File: src/rtl/sseg_scan_reader.sv
// Recovers hex nibbles from a multiplexed, active-low seven-segment bus (segments + anodes).
// Decimal-point capture is enabled by defining SSEG_DP_CAPTURE_EN.
module sseg_scan_reader #(
    parameter int unsigned NUM_DIG    = 4,
    parameter int unsigned STABLE_CNT = 3,
    parameter int unsigned TIMEOUT    = 1000000
) (
    input  logic                   clk,
    input  logic                   rst_n,
    input  logic [7:0]             seg_in,
    input  logic [NUM_DIG-1:0]     an_in,
    output logic [4*NUM_DIG-1:0]   value,
    output logic                   valid,
    output logic [NUM_DIG-1:0]     blank,
    output logic [NUM_DIG-1:0]     digit_err,
    output logic                   frame_err,
    output logic [NUM_DIG-1:0]     dp_out
);

    localparam int unsigned VW = 4 * NUM_DIG;
    localparam int unsigned CW = 4;
    localparam int unsigned TW = $clog2(TIMEOUT + 1);
`ifdef SSEG_DP_CAPTURE_EN
    localparam logic [7:0] SEG_CMP_MASK = 8'hFF;
    localparam logic       DP_EN        = 1'b1;
`else
    localparam logic [7:0] SEG_CMP_MASK = 8'h7F;
    localparam logic       DP_EN        = 1'b0;
`endif

    typedef enum logic [1:0] {
        ST_IDLE    = 2'd0,
        ST_COLLECT = 2'd1,
        ST_PUBLISH = 2'd2
    } state_t;

    // Returns {err, blank, nibble}; inverse of the segment encoder table.
    function automatic logic [5:0] seg_decode(input logic [6:0] pat);
        logic [5:0] r;
        r = 6'b10_0000;
        case (pat)
            7'b1000000: r = 6'h00;
            7'b1111001: r = 6'h01;
            7'b0100100: r = 6'h02;
            7'b0110000: r = 6'h03;
            7'b0011001: r = 6'h04;
            7'b0010010: r = 6'h05;
            7'b0000010: r = 6'h06;
            7'b1111000: r = 6'h07;
            7'b0000000: r = 6'h08;
            7'b0011000: r = 6'h09;
            7'b0001000: r = 6'h0A;
            7'b0000011: r = 6'h0B;
            7'b1000110: r = 6'h0C;
            7'b0100001: r = 6'h0D;
            7'b0000110: r = 6'h0E;
            7'b0001110: r = 6'h0F;
            7'b1111111: r = 6'b01_0000;
            default:    r = 6'b10_0000;
        endcase
        return r;
    endfunction

    state_t               state_q, state_d;
    logic [7:0]           seg_s1_q, seg_s1_d, seg_s2_q, seg_s2_d, seg_last_q, seg_last_d;
    logic [NUM_DIG-1:0]   an_s1_q, an_s1_d, an_s2_q, an_s2_d, an_last_q, an_last_d;
    logic [CW-1:0]        cnt_q, cnt_d;
    logic                 sat_q, sat_d;
    logic [NUM_DIG-1:0]   mask_q, mask_d;
    logic [TW-1:0]        tmo_q, tmo_d;
    logic [VW-1:0]        stg_val_q, stg_val_d;
    logic [NUM_DIG-1:0]   stg_blank_q, stg_blank_d, stg_err_q, stg_err_d, stg_dp_q, stg_dp_d;
    logic [VW-1:0]        value_q, value_d;
    logic                 valid_q, valid_d, frame_err_q, frame_err_d;
    logic [NUM_DIG-1:0]   blank_q, blank_d, digit_err_q, digit_err_d, dp_q, dp_d;

    logic                 cap_c, full_c, tmo_hit_c, dp_c;
    logic [NUM_DIG-1:0]   sel_c, base_mask_c;
    logic [5:0]           dec_c;

    // Synchronizers and stability counter; a capture fires once when the count first saturates.
    always_comb begin
        seg_s1_d   = seg_in;
        seg_s2_d   = seg_s1_q;
        seg_last_d = seg_s2_q;
        an_s1_d    = an_in;
        an_s2_d    = an_s1_q;
        an_last_d  = an_s2_q;
        sat_d      = (cnt_q == CW'(STABLE_CNT));
        cnt_d      = cnt_q;
        if (!$onehot(~an_s2_q)) begin
            cnt_d = '0;
        end else if ((((seg_s2_q ^ seg_last_q) & SEG_CMP_MASK) != 8'h00) ||
                     (an_s2_q != an_last_q)) begin
            cnt_d = CW'(1);
        end else if (cnt_q < CW'(STABLE_CNT)) begin
            cnt_d = cnt_q + CW'(1);
        end
    end

    // last_s2 holds the value that was counted stable when a capture fires.
    always_comb begin
        cap_c       = (cnt_q == CW'(STABLE_CNT)) && !sat_q;
        sel_c       = cap_c ? ~an_last_q : '0;
        dec_c       = seg_decode(seg_last_q[6:0]);
        dp_c        = DP_EN & ~seg_last_q[7];
        base_mask_c = (state_q == ST_PUBLISH) ? '0 : mask_q;
        full_c      = cap_c && ((base_mask_c | sel_c) == {NUM_DIG{1'b1}});
        tmo_hit_c   = (state_q == ST_COLLECT) && !cap_c && (tmo_q == TW'(TIMEOUT - 1));
    end

    always_ff @(posedge clk or negedge rst_n) begin
        if (!rst_n) begin
            state_q <= ST_IDLE;
        end else begin
            state_q <= state_d;
        end
    end

    always_comb begin
        state_d = state_q;
        case (state_q)
            ST_IDLE: begin
                if (cap_c) state_d = full_c ? ST_PUBLISH : ST_COLLECT;
            end
            ST_COLLECT: begin
                if (full_c)         state_d = ST_PUBLISH;
                else if (tmo_hit_c) state_d = ST_IDLE;
            end
            ST_PUBLISH: begin
                if (cap_c) state_d = full_c ? ST_PUBLISH : ST_COLLECT;
                else       state_d = ST_IDLE;
            end
            default: state_d = ST_IDLE;
        endcase
    end

    // Staging, mask, timeout and published outputs.
    always_comb begin
        stg_val_d   = stg_val_q;
        stg_blank_d = stg_blank_q;
        stg_err_d   = stg_err_q;
        stg_dp_d    = stg_dp_q;
        value_d     = value_q;
        blank_d     = blank_q;
        digit_err_d = digit_err_q;
        dp_d        = dp_q;
        valid_d     = 1'b0;
        frame_err_d = 1'b0;
        mask_d      = base_mask_c | sel_c;
        tmo_d       = '0;

        for (int i = 0; i < NUM_DIG; i++) begin
            if (sel_c[i]) begin
                stg_val_d[4*i +: 4] = dec_c[3:0];
                stg_blank_d[i]      = dec_c[4];
                stg_err_d[i]        = dec_c[5];
                stg_dp_d[i]         = dp_c;
            end
        end

        if (state_q == ST_COLLECT && !cap_c && !tmo_hit_c) begin
            tmo_d = tmo_q + TW'(1);
        end

        if (tmo_hit_c) begin
            frame_err_d = 1'b1;
            mask_d      = '0;
        end

        if (state_q == ST_PUBLISH) begin
            value_d     = stg_val_q;
            blank_d     = stg_blank_q;
            digit_err_d = stg_err_q;
            dp_d        = stg_dp_q;
            valid_d     = 1'b1;
        end
    end

    always_ff @(posedge clk or negedge rst_n) begin
        if (!rst_n) begin
            seg_s1_q    <= '1;
            seg_s2_q    <= '1;
            seg_last_q  <= '1;
            an_s1_q     <= '1;
            an_s2_q     <= '1;
            an_last_q   <= '1;
            cnt_q       <= '0;
            sat_q       <= 1'b0;
            mask_q      <= '0;
            tmo_q       <= '0;
            stg_val_q   <= '0;
            stg_blank_q <= '0;
            stg_err_q   <= '0;
            stg_dp_q    <= '0;
            value_q     <= '0;
            valid_q     <= 1'b0;
            blank_q     <= '0;
            digit_err_q <= '0;
            frame_err_q <= 1'b0;
            dp_q        <= '0;
        end else begin
            seg_s1_q    <= seg_s1_d;
            seg_s2_q    <= seg_s2_d;
            seg_last_q  <= seg_last_d;
            an_s1_q     <= an_s1_d;
            an_s2_q     <= an_s2_d;
            an_last_q   <= an_last_d;
            cnt_q       <= cnt_d;
            sat_q       <= sat_d;
            mask_q      <= mask_d;
            tmo_q       <= tmo_d;
            stg_val_q   <= stg_val_d;
            stg_blank_q <= stg_blank_d;
            stg_err_q   <= stg_err_d;
            stg_dp_q    <= stg_dp_d;
            value_q     <= value_d;
            valid_q     <= valid_d;
            blank_q     <= blank_d;
            digit_err_q <= digit_err_d;
            frame_err_q <= frame_err_d;
            dp_q        <= dp_d;
        end
    end

    assign value     = value_q;
    assign valid     = valid_q;
    assign blank     = blank_q;
    assign digit_err = digit_err_q;
    assign frame_err = frame_err_q;
    assign dp_out    = dp_q;

endmodule

File: config.mk
export PLATFORM = sky130hd
export DESIGN_NAME = sseg_scan_reader
export DESIGN_NICKNAME = d
export VERILOG_FILES = /design/src/rtl/sseg_scan_reader.sv
export SDC_FILE = /design/constraint.sdc
export NUM_CORES = 1
export LEC_CHECK = 0
export ABC_CLOCK_PERIOD_IN_PS = 2220
export CAP_MARGIN = 15
export CELL_PAD_IN_SITES_DETAIL_PLACEMENT = 1
export CELL_PAD_IN_SITES_GLOBAL_PLACEMENT = 1
export CORE_MARGIN = 3
export CORE_UTILIZATION = 46
export DETAILED_ROUTE_END_ITERATION = 8
export GPL_ROUTABILITY_DRIVEN = 0
export GPL_TIMING_DRIVEN = 0
export PLACE_DENSITY_LB_ADDON = 0.1
export RECOVER_POWER = 25
export SLEW_MARGIN = 20
export SYNTH_ARGS = -nofsm -noshare
export SYNTH_HDL_FRONTEND = slang
export SYNTH_SLANG_ARGS = --single-unit
export TNS_END_PERCENT = 30
File: constraint.sdc
create_clock -name clk -period 2.22 [get_ports clk]
set_input_delay 0.444 -clock clk [delete_from_list [all_inputs] [get_ports clk]]
set_output_delay 0.444 -clock clk [all_outputs]
set_load 0.005 [all_outputs]
==> results.json <==
{
  "status": "finished clean",
  "synth_area_leader_cell": "dfrtp_1",
  "antennaDiodeCount": 0,
  "grt_start_max_net_pins": 77,
  "num_rows": 37,
  "ys_seq_elements": 114,
  "power.total_mw": 5.18,
  "grt_pass1_wl_um": 18700,
  "syn_area_per_cell_um2": 10.9,
  "die_h_um": 109,
  "finalHoldViolations": 0,
  "initial_core_util": 0.474,
  "die_w_um": 109,
  "viasPerCell": 5.31,
  "coreArea_um2": 10400,
  "crit_fanout": 10,
  "synth-edff-count": 0,
  "drv_slew": 0,
  "cts.clk_slew.worst_paths_ns": 0.06,
  "holdCritPathClass": "register to register",
  "wl_um": 11300,
  "crit_chain": "ha_1, or4b_4, buf_2, or2_2, nor3_1, a21oi_1",
  "fin_nets": 532,
  "worst-path-buf-inv": 1,
  "slowest_delay_ns": 0.52,
  "die_area_um2": 12000,
  "vias": 3517,
  "yosys-top-cells-area": "dfrtp_1 41%, dfstp_2 18%, nand2_1 7.0%",
  "min_period_over_period": 0.971,
  "drive_above_1_share": 0.207,
  "syn_inst": 451,
  "drtIter0Drc": 127,
  "clockBufferDepth": 2,
  "async_reset_ff_frac": 1.00,
  "route.detailed.drc": 0,
  "fmax_mhz": 464,
  "ys_types": 62,
  "crit_path_top_delay_cell": "or4b_4",
  "cts_max_level": 4,
  "required_ns": 2.59,
  "crit_family": "simple AND/OR/NAND/NOR gates",
  "dp_hpwl_um": 7320,
  "grt_pass1_vias": 3742,
  "wl_per_cell_um": 17.0,
  "dp.cells": 629,
  "grt_usage": 0.205,
  "ant_nets": 0,
  "setup_violations": 0,
  "synth_ff_type": "dfrtp_1",
  "seq_area_frac_synth": 0.589,
  "tightestPinTransition_ns": 0.986,
  "yosys_warnings": 0,
  "min_period_ns": 2.16,
  "clk-insertion-delay-late_ns": 0.52,
  "cellLeakagePower_nw": 2.70,
  "path_class": "register to register",
  "portBuffers": 38,
  "rsz0062_at_grt": "yes",
  "clock_skew_ns": 0.00557,
  "clockRootBuffer": "clkbuf_8",
  "p_per_area_nw_per_um2": 833,
  "grt-ovfl-total": 0,
  "drv_cap": 0,
  "crit_path_end_kind": "register",
  "synthToLayoutAreaGrowth_pct": 26.6,
  "syn_area_um2": 4910,
  "drtPass1Iterations": 4,
  "startpoint_type": "register",
  "ir_drop_v": 0.000516,
  "cp.arrival_ns": 2.53,
  "cts_buffers": 17,
  "fin_cells": 662,
  "maxSlewHeadroom": 0.343,
  "antenna_found_initial": 0,
  "cts.sink_count": 114,
  "synth_top_area_frac": 0.413,
  "tritoncts": "done",
  "ios": 44
}
-- sequential cells by signal, summed over array words and instances, names as in the netlist --
name,flops
an_last_q,4
tmo_q,20
state_q,2
mask_q,4
valid,1
stg_blank_q,4
frame_err,1
an_last_d,4
digit_err,4
stg_err_q,4
seg_last_d,7
stg_val_q,16
sat_q,1
an_s1_q,4
cnt_q,4
value,16
seg_s1_q,7
seg_last_q,7
blank,4
-- per-layer routing --
metal | global-route usage | vias to the layer above | wire length [um]
met1 | 0.242 | 1767 | 4730
met3 | 0.0575 | 21 | 409
met5 | 0 | - | 0
li1 | - | 1666 | -
met4 | 0.0757 | 0 | 187
met2 | 0.357 | 63 | 5960
-- kinds of logic (layout without fill, tap and decap cells) --
| kind of cell | after synthesis | count (layout) | synth area share |
|---|---|---|---|
| other | 1 | 4 | 0.000763 |
| muxes | 13 | 13 | 0.0295 |
| adders and majority gates | 5 | 5 | 0.0143 |
| and+or+nand+nor | 213 | 213 | 0.222 |
| DFF | 114 | 114 | 0.589 |
| buffers and inverters | 31 | 103 | 0.0283 |
| AOI/OAI and AO/OA | 45 | 45 | 0.0649 |
| xor gates and xnor gates | 29 | 29 | 0.0517 |
-- layout by cell type, fill, tap and decap left out, types with 4 or more instances in the layout --
cell type        count
nor4_1               6
o41ai_1              4
conb_1               4
nor3_1              10
clkbuf_1             4
inv_1               11
nand2_1             90
dfrtp_1             81
buf_4                5
buf_2                8
nand3_1             11
clkinv_4             5
dfstp_2             23
xnor2_1             26
a21oi_1             15
and2_1               4
dlygate4sd3_1       12
mux2_2              12
nand2b_1             6
clkbuf_16           20
or2_2                5
nor2_1              31
or4_1                5
clkdlybuf4s50_1     26
dfstp_1             10
nand4_1              6
o21ai_0              5
a31oi_1              4
-- where the power goes --
| part | switching, mW | internal, mW | total [mW] | leakage, nW |
|---|---|---|---|---|
| clock | 1.01 | 1.80 | 2.82 | 0.314 |
| sequential | 0.0354 | 2.14 | 2.17 | 1.47 |
| combinational | 0.117 | 0.0811 | 0.198 | 0.916 |
-- area by class of cell --
cell class	instances	area [um^2]
plain buffers	18	92.6
clock buffers	22	528
clock inverters	10	106
fillers	1133	4150
inverters	12	45.0
multi-input cells	309	1960
flip-flops and latches	114	2890
well taps	136	170
repair buffers	41	420
-- metrics by stage --
stage | util | setup TNS (ns) | setup slack [ns] | hold slack (ns) | area (um^2)
after CTS | 0.595 | 0 | 0.0688 | 0.306 | 6170
final | 0.600 | 0 | 0.0649 | 0.355 | 6220
after detailed placement | 0.531 | -0.327 | -0.100 | 0.347 | 5500
after floorplan | - | 0 | 0.171 | 0.148 | 4920
after global placement | 0.528 | -342.02 | -3.39 | 0.346 | 5480
after global routing | 0.600 | -0.146 | -0.0522 | 0.359 | 6220
-- cell usage after synthesis (2+ instances only) --
| cell type | count |
|---|---|
| a221oi_1 | 2 |
| mux2_2 | 12 |
| nor4b_1 | 3 |
| nand3b_1 | 3 |
| nor4bb_1 | 3 |
| a211o_1 | 2 |
| nand3_1 | 11 |
| nand4_1 | 6 |
| buf_1 | 5 |
| buf_2 | 6 |
| o31ai_1 | 3 |
| dfrtp_1 | 81 |
| inv_1 | 11 |
| nand2b_1 | 6 |
| clkbuf_1 | 4 |
| nor3b_1 | 2 |
| buf_4 | 4 |
| o21ai_0 | 5 |
| and3_1 | 2 |
| dfstp_2 | 33 |
| nor3_1 | 11 |
| or4_1 | 5 |
| or3_1 | 3 |
| nor2b_1 | 2 |
| or4b_2 | 2 |
| o41ai_1 | 4 |
| a31oi_1 | 4 |
| nor2_2 | 3 |
| nand2_1 | 91 |
| nor2_1 | 33 |
| or2_2 | 5 |
| xnor2_1 | 26 |
| xor2_1 | 3 |
| and2_1 | 4 |
| a21oi_1 | 15 |
| nor4_1 | 7 |
| ha_1 | 4 |
-- path summary, 6_finish.rpt --
path,slack (ns),cells past startpoint,start,endpoint
worst max register to register,0.06,6,cnt_q[0],stg_val_q[9]
worst min-delay path,0.36,0,an_s1_q[0],an_last_d[0]
min in group asynchronous,0.62,2,rst_n,digit_err[2]
worst min register to register,0.36,0,an_s1_q[0],an_last_d[0]
worst max-delay path,0.06,6,cnt_q[0],stg_val_q[9]
max in group asynchronous,0.68,3,rst_n,seg_last_q[0]
-- what timing repair did --
action	CTS	global route
resized for setup	6	10
endpoints found under the hold margin	38	0
endpoints found under the setup margin	17	23
buffers inserted	0	1
pin swaps	1	2
hold buffers	1	0
No activity file was read; power rests on OpenSTA's default activity.
